$ cat src/rtl/dcache_mshr_controller.sv
// Non-blocking data-cache controller: tracks outstanding misses by memory tag,
// runs writeback-then-fill for dirty victims and installs returned blocks.
package dcache_mshr_pkg;
  typedef enum logic [1:0] {
    BUS_NONE  = 2'h0,
    BUS_LOAD  = 2'h1,
    BUS_STORE = 2'h2
  } BUS_COMMAND;

  typedef enum logic [1:0] {
    S_IDLE,
    S_WB,
    S_FILL
  } fsm_e;

  typedef enum logic {
    M_ALLOC,
    M_WAIT
  } mshr_st_e;
endpackage

module dcache_mshr_controller
  import dcache_mshr_pkg::*;
#(
  parameter int NUM_MSHR  = 4,
  parameter int ADDR_W    = 64,
  parameter int BLOCK_W   = 64,
  parameter int OFFSET_W  = 3,
  parameter int INDEX_W   = 5,
  parameter int MEM_TAG_W = 4,
  parameter int ID_W      = 4
) (
  input  logic                         clock,
  input  logic                         reset,
  input  logic                         req_valid,
  input  BUS_COMMAND                   req_cmd,
  input  logic [ADDR_W-1:0]            req_addr,
  input  logic [BLOCK_W-1:0]           req_data,
  input  logic [ID_W-1:0]              req_id,
  output logic                         req_ready,
  input  logic                         cache_hit,
  input  logic [BLOCK_W-1:0]           cache_data,
  input  logic                         victim_dirty,
  input  logic [ADDR_W-1:0]            victim_addr,
  input  logic [BLOCK_W-1:0]           victim_data,
  output logic                         cache_wr_en,
  output logic [ADDR_W-1:0]            cache_wr_addr,
  output logic [BLOCK_W-1:0]           cache_wr_data,
  output logic                         cache_wr_dirty,
  output BUS_COMMAND                   proc2Dmem_command,
  output logic [ADDR_W-1:0]            proc2Dmem_addr,
  output logic [BLOCK_W-1:0]           proc2Dmem_data,
  input  logic [MEM_TAG_W-1:0]         Dmem2proc_response,
  input  logic [MEM_TAG_W-1:0]         Dmem2proc_tag,
  input  logic [BLOCK_W-1:0]           Dmem2proc_data,
  output logic                         resp_valid,
  output logic [ID_W-1:0]              resp_id,
  output logic [BLOCK_W-1:0]           resp_data,
  output logic                         resp_is_store,
  output logic [$clog2(NUM_MSHR+1)-1:0] mshr_count
);

  localparam int IDX_W = (NUM_MSHR > 1) ? $clog2(NUM_MSHR) : 1;
  localparam int CNT_W = $clog2(NUM_MSHR + 1);
  localparam int SET_HI = OFFSET_W + INDEX_W - 1;
  localparam logic [ADDR_W-1:0] ALIGN =
    ~(ADDR_W'((64'd1 << OFFSET_W) - 64'd1));

  fsm_e                  fsm_q, fsm_d;
  logic [NUM_MSHR-1:0]   vld_q, vld_d;
  logic [NUM_MSHR-1:0]   str_q, str_d;
  mshr_st_e              st_q   [NUM_MSHR];
  mshr_st_e              st_d   [NUM_MSHR];
  logic [ADDR_W-1:0]     addr_q [NUM_MSHR];
  logic [ADDR_W-1:0]     addr_d [NUM_MSHR];
  logic [BLOCK_W-1:0]    data_q [NUM_MSHR];
  logic [BLOCK_W-1:0]    data_d [NUM_MSHR];
  logic [ID_W-1:0]       id_q   [NUM_MSHR];
  logic [ID_W-1:0]       id_d   [NUM_MSHR];
  logic [MEM_TAG_W-1:0]  tag_q  [NUM_MSHR];
  logic [MEM_TAG_W-1:0]  tag_d  [NUM_MSHR];
  logic [IDX_W-1:0]      cur_q, cur_d;
  logic [ADDR_W-1:0]     vaddr_q, vaddr_d;
  logic [BLOCK_W-1:0]    vdata_q, vdata_d;

  logic                  rvld_q, rvld_d;
  logic [ID_W-1:0]       rid_q, rid_d;
  logic [BLOCK_W-1:0]    rdata_q, rdata_d;
  logic                  rstr_q, rstr_d;
  logic [CNT_W-1:0]      cnt_q, cnt_d;

  logic                  ret_hit;
  logic [IDX_W-1:0]      ret_idx;
  logic                  free_ok;
  logic [IDX_W-1:0]      free_idx;
  logic                  conflict;
  logic                  accept;
  logic                  miss_acc;

  // Descending scan so the lowest free index wins.
  always_comb begin
    ret_hit  = 1'b0;
    ret_idx  = '0;
    free_ok  = 1'b0;
    free_idx = '0;
    conflict = 1'b0;
    for (int i = NUM_MSHR - 1; i >= 0; i--) begin
      if (vld_q[i] && st_q[i] == M_WAIT &&
          Dmem2proc_tag != '0 && tag_q[i] == Dmem2proc_tag) begin
        ret_hit = 1'b1;
        ret_idx = IDX_W'(i);
      end
      if (!vld_q[i]) begin
        free_ok  = 1'b1;
        free_idx = IDX_W'(i);
      end
      if (vld_q[i] &&
          addr_q[i][SET_HI:OFFSET_W] == req_addr[SET_HI:OFFSET_W]) begin
        conflict = 1'b1;
      end
    end
  end

  assign req_ready = (fsm_q == S_IDLE) && !ret_hit &&
                     (cache_hit || (free_ok && !conflict));
  assign accept    = req_valid && req_ready;
  assign miss_acc  = accept && !cache_hit;

  always_comb begin
    fsm_d   = fsm_q;
    vld_d   = vld_q;
    str_d   = str_q;
    st_d    = st_q;
    addr_d  = addr_q;
    data_d  = data_q;
    id_d    = id_q;
    tag_d   = tag_q;
    cur_d   = cur_q;
    vaddr_d = vaddr_q;
    vdata_d = vdata_q;
    rvld_d  = 1'b0;
    rid_d   = rid_q;
    rdata_d = rdata_q;
    rstr_d  = rstr_q;
    cache_wr_en       = 1'b0;
    cache_wr_addr     = '0;
    cache_wr_data     = '0;
    cache_wr_dirty    = 1'b0;
    proc2Dmem_command = BUS_NONE;
    proc2Dmem_addr    = '0;
    proc2Dmem_data    = '0;

    unique case (fsm_q)
      S_IDLE: begin
        if (miss_acc) begin
          vld_d[free_idx]  = 1'b1;
          str_d[free_idx]  = (req_cmd == BUS_STORE);
          st_d[free_idx]   = M_ALLOC;
          addr_d[free_idx] = req_addr;
          data_d[free_idx] = req_data;
          id_d[free_idx]   = req_id;
          tag_d[free_idx]  = '0;
          cur_d   = free_idx;
          vaddr_d = victim_addr;
          vdata_d = victim_data;
          fsm_d   = victim_dirty ? S_WB : S_FILL;
        end
      end
      S_WB: begin
        proc2Dmem_command = BUS_STORE;
        proc2Dmem_addr    = vaddr_q & ALIGN;
        proc2Dmem_data    = vdata_q;
        if (Dmem2proc_response != '0) fsm_d = S_FILL;
      end
      S_FILL: begin
        proc2Dmem_command = BUS_LOAD;
        proc2Dmem_addr    = addr_q[cur_q] & ALIGN;
        if (Dmem2proc_response != '0) begin
          tag_d[cur_q] = Dmem2proc_response;
          st_d[cur_q]  = M_WAIT;
          fsm_d        = S_IDLE;
        end
      end
      default: fsm_d = S_IDLE;
    endcase

    // A return owns the write port and response register; hits are stalled.
    if (ret_hit) begin
      cache_wr_en    = 1'b1;
      cache_wr_addr  = addr_q[ret_idx] & ALIGN;
      cache_wr_data  = str_q[ret_idx] ? data_q[ret_idx] : Dmem2proc_data;
      cache_wr_dirty = str_q[ret_idx];
      rvld_d         = 1'b1;
      rid_d          = id_q[ret_idx];
      rdata_d        = cache_wr_data;
      rstr_d         = str_q[ret_idx];
      vld_d[ret_idx] = 1'b0;
    end else if (accept && cache_hit) begin
      rvld_d = 1'b1;
      rid_d  = req_id;
      if (req_cmd == BUS_STORE) begin
        cache_wr_en    = 1'b1;
        cache_wr_addr  = req_addr & ALIGN;
        cache_wr_data  = req_data;
        cache_wr_dirty = 1'b1;
        rdata_d        = req_data;
        rstr_d         = 1'b1;
      end else begin
        rdata_d = cache_data;
        rstr_d  = 1'b0;
      end
    end
  end

  always_comb begin
    cnt_d = '0;
    for (int i = 0; i < NUM_MSHR; i++) begin
      cnt_d = cnt_d + CNT_W'(vld_d[i]);
    end
  end

  always_ff @(posedge clock) begin
    if (reset) begin
      fsm_q   <= S_IDLE;
      vld_q   <= '0;
      cur_q   <= '0;
      rvld_q  <= 1'b0;
      rid_q   <= '0;
      rdata_q <= '0;
      rstr_q  <= 1'b0;
      cnt_q   <= '0;
    end else begin
      fsm_q   <= fsm_d;
      vld_q   <= vld_d;
      cur_q   <= cur_d;
      rvld_q  <= rvld_d;
      rid_q   <= rid_d;
      rdata_q <= rdata_d;
      rstr_q  <= rstr_d;
      cnt_q   <= cnt_d;
    end
  end

  // Payload is qualified by vld_q, so it needs no reset.
  always_ff @(posedge clock) begin
    str_q   <= str_d;
    st_q    <= st_d;
    addr_q  <= addr_d;
    data_q  <= data_d;
    id_q    <= id_d;
    tag_q   <= tag_d;
    vaddr_q <= vaddr_d;
    vdata_q <= vdata_d;
  end

  assign resp_valid    = rvld_q;
  assign resp_id       = rid_q;
  assign resp_data     = rdata_q;
  assign resp_is_store = rstr_q;
  assign mshr_count    = cnt_q;

endmodule

$ cat config.mk
export PLATFORM = sky130hd
export DESIGN_NAME = dcache_mshr_controller
export DESIGN_NICKNAME = d
export VERILOG_FILES = /design/src/rtl/dcache_mshr_controller.sv
export SDC_FILE = /design/constraint.sdc
export NUM_CORES = 1
export LEC_CHECK = 0
export CAP_MARGIN = 25
export CELL_PAD_IN_SITES_DETAIL_PLACEMENT = 0
export CELL_PAD_IN_SITES_GLOBAL_PLACEMENT = 1
export CORE_AREA = 2 2 285 287
export DETAILED_ROUTE_END_ITERATION = 8
export DIE_AREA = 0 0 287 289
export GPL_ROUTABILITY_DRIVEN = 0
export GPL_TIMING_DRIVEN = 1
export PLACE_DENSITY_LB_ADDON = 0.08
export SLEW_MARGIN = 20
export SYNTH_ARGS = -nofsm -noshare
export SYNTH_HDL_FRONTEND = slang
export SYNTH_SLANG_ARGS = --single-unit
$ cat constraint.sdc
create_clock -name clock -period 34 [get_ports clock]
set_input_delay 5.1 -clock clock [delete_from_list [all_inputs] [get_ports clock]]
set_output_delay 5.1 -clock clock [all_outputs]
set_load 0.02 [all_outputs]
==> impl_metrics.toml <==
[synth]
synth-seq-area-share = 0.659
ys.warnings.count = 0
synth-main-ff-cell = "edfxtp_1"
synthesized_netlist_cell_count = 2452
synthesis.area_um2 = 32800
async_flop_share = 0
post_synth.cell_area_avg_um2 = 13.4
yosysUniqueCellTypes = 66
synth-edff-count = 665
ys_seq_elements = 746

[layout]
final_cell_area_um2 = 43800
area_delta_synth_final_pct = 33.8
layout.cells.non_filler = 4227
ratio_of_cells_with_drive_above_1_in_the_final_layout = 0.0979
num-nets-final = 3497

[placement]
post-place-ws_ns = 18.90
place.detailed.hpwl_um = 67900
placed_cells_incl_taps = 4061
dpl_cell_area_um2 = 40900
port_buffers = 724

[clock_tree]
cts.clk_slew.worst_paths_ns = 0.06
ctsResizeCount = 0
cts.sink_count = 746
cts_setup_buffers = 0
htreeDepth = 3
numCtsBuffers = 84
cts.root.buffer_cell = "clkbuf_16"
cts_tree = "yes"
cts_hold_buf = 0
max-clock-path-buffers = 3
clock_insertion_delay_at_the_later_pin_of_the_skew_report_ns = 0.63

[worst_setup_path]
critPathArrivalTime_ns = 9.98
worst_path_max_delay_cell = "clkdlybuf4s50_1"
crit_fanout = 39
startpoint_type = "input pin"
crit_required_ns = 28.90
slowest_delay_ns = 0.74
timing_worst_setup_path_type = "in -> out"
critical_path.endpoint_type = "output pin"
timing.critical_path.cells = "clkdlybuf4s50_1, or4_1, nand2_1, or4_1, nand4_2, nor3_4, buf_4, buf_4, a22oi_1, o21ai_0, clkdlybuf4s50_1"

[global_routing]
grt_start_max_net_pins = 131
grt.total_usage = 0.255
global_route.overflow_total = 0
vias_in_the_first_global_route = 24600
grt_antenna_before_repair = 16
wire_length_of_the_first_global_routing_pass_um = 159000

[sta]
timing.final.ws_setup_ns = 18.92
fmax_achieved_ghz = 0.0663
post_layout_minimum_cycle_time_ns = 15.08
final.setup.tns_ns = 0
setup_viol = 0
worstMarginPinSlew_ns = 1.05
final_cycle_utilization_of_the_critical_path = 0.443
grt_setup_unrepaired = "no"
timing.final.hold_violations = 0
report.final.slew_viol_count = 0
hold_ws_ns = 0.454
slew_headroom = 0.297
skew_ns = 0.0296

[floorplanning]
dieWidth_um = 287
floorplan.die_area_um2 = 82900
dieHeight_um = 289
placement_rows = 104
design.core.area_um2 = 79900
io-pin-count = 737
floorplan.initialDensity = 0.410

[pwr]
vdd_ir_drop_max_mv = 0.0433
power_leakage_nw = 14.7
power_density_nw_per_um2 = 52.8
switching_share = 0.241
p_int_mw = 1.76
power.net_switching_mw = 0.559
power.sequential.fraction = 0.460
pwr-share-clk = 0.408
share_comb_of_total_power = 0.132

[min_path]
hold_path_class = "reg -> reg"

[detailed_routing]
drtPass1Iterations = 6
detailedRoute.firstIterationViolations = 2205
wl_per_cell_um = 26.0
wl_um = 110000
detail-route-antenna-nets = 0
routed_via_density = 5.80
drc = 0
detailroute.via_count = 24500

[flow_run]
maxCapViolCount = 0

[status]
status = "finished, final reports clean"
critical path, delay by kind of cell:
family | cells | cell delay [ns]
AO/OA/AOI/OAI | 2 | 0.31
buffers and inverters | 4 | 2.51
AND/OR/NAND/NOR | 5 | 2.01
cells in the mapped netlist (13+ instances only):
| library cell | number | area share |
|---|---|---|
| a21oi_1 | 143 | 0.022 |
| and3_1 | 98 | 0.019 |
| buf_2 | 58 | 0.0089 |
| o21ai_0 | 91 | 0.014 |
| o221ai_1 | 19 | 0.0051 |
| a222oi_1 | 75 | 0.023 |
| o211ai_1 | 49 | 0.011 |
| a21boi_0 | 17 | 0.0039 |
| a22o_1 | 18 | 0.0048 |
| and2_1 | 65 | 0.012 |
| nor2b_1 | 69 | 0.013 |
| clkbuf_1 | 137 | 0.016 |
| nor2_1 | 26 | 0.0030 |
| a22oi_1 | 121 | 0.028 |
| nand2_1 | 309 | 0.035 |
| a221o_1 | 51 | 0.016 |
| xnor2_1 | 19 | 0.0051 |
| inv_1 | 33 | 0.0038 |
| dfxtp_1 | 81 | 0.049 |
| mux4_2 | 61 | 0.042 |
| o21ai_1 | 13 | 0.0020 |
| o221a_2 | 43 | 0.015 |
| edfxtp_1 | 665 | 0.61 |
| buf_1 | 14 | 0.0016 |
| nand3_1 | 75 | 0.011 |
registers in the layout, summed over array words and instances, names as in the netlist:
name	cells
cur_q	2
resp_is_store	1
st_q	4
addr_q	244
vdata_q	64
resp_valid	1
vld_q	4
vaddr_q	61
fsm_q	2
id_q	16
str_q	4
resp_data	64
mshr_count	3
tag_q	16
data_q	256
resp_id	4
cell usage in the layout, fill, tap and decap left out, types with 17 or more instances in the layout:
| cell type | count |
|---|---|
| o21ai_0 | 91 |
| nor2_1 | 20 |
| nand2_1 | 309 |
| clkinv_2 | 19 |
| and3_1 | 97 |
| clkdlybuf4s50_1 | 723 |
| and2_1 | 65 |
| clkbuf_16 | 87 |
| xnor2_1 | 19 |
| o221ai_1 | 19 |
| a221o_1 | 51 |
| a21boi_0 | 17 |
| a22o_1 | 18 |
| nor2b_1 | 69 |
| o221a_2 | 43 |
| buf_4 | 40 |
| inv_1 | 32 |
| dfxtp_1 | 79 |
| o211ai_1 | 49 |
| a222oi_1 | 75 |
| nand3_1 | 75 |
| mux4_2 | 61 |
| edfxtp_1 | 665 |
| a21oi_1 | 143 |
| a22oi_1 | 121 |
| clkinv_1 | 19 |
final timing paths:
path                                   start                         end  slack (ns)  cells after the start
hold reg to reg   resp_is_store$_SDFFE_PP0P_  resp_is_store$_SDFFE_PP0P_        0.45                      2
setup reg to reg         tag_q[12]$_DFFE_PP_       data_q[139]$_DFFE_PP_       28.91                      8
setup / recovery            Dmem2proc_tag[1]           cache_wr_addr[50]       18.92                     11
hold / removal    resp_is_store$_SDFFE_PP0P_  resp_is_store$_SDFFE_PP0P_        0.45                      2
power groups by stage:
stage,sequential (mW),clock (mW),combinational [mW]
2_1_floorplan,1.10,0,0.139
3_3_place_gp,1.08,0,0.299
3_5_place_dp,1.08,0,0.306
4_1_cts,1.07,0.960,0.307
5_1_grt,1.07,0.996,0.327
6_report,1.07,0.944,0.305
per-stage QoR:
stage / util / total power [mW]
floorplan: - / 1.24
global placement: 0.512 / 1.38
detailed placement: 0.512 / 1.39
CTS: 0.548 / 2.33
global route: 0.548 / 2.39
finish: 0.549 / 2.32
routing by layer:
| layer | routed length [um] | GRT usage |
|---|---|---|
| met1 | 44400 | 0.328 |
| met2 | 54900 | 0.434 |
| met3 | 7750 | 0.0508 |
| met4 | 2910 | 0.0813 |
| met5 | 80 | 0 |
layout make-up:
cell class | instances | area [um^2]
Clock inverter | 60 | 659
Timing Repair Buffer | 766 | 7600
Multi-Input combinational cell | 1456 | 10300
Inverter | 34 | 133
Sequential cell | 746 | 21600
Antenna cell | 10 | 25.0
Fill cell | 6643 | 36100
Tap cell | 1060 | 1330
Clock buffer | 95 | 2220
logic make-up after synthesis:
kind of cell,synth area share
DFF,0.659
AOI/OAI and AO/OA,0.152
and+or+nand+nor,0.103
muxes,0.0419
other,0.000114
buffers and inverters,0.0327
xor gates and xnor gates,0.00802
adders and majority gates,0.00252
Power figures use the tool's default switching activity.
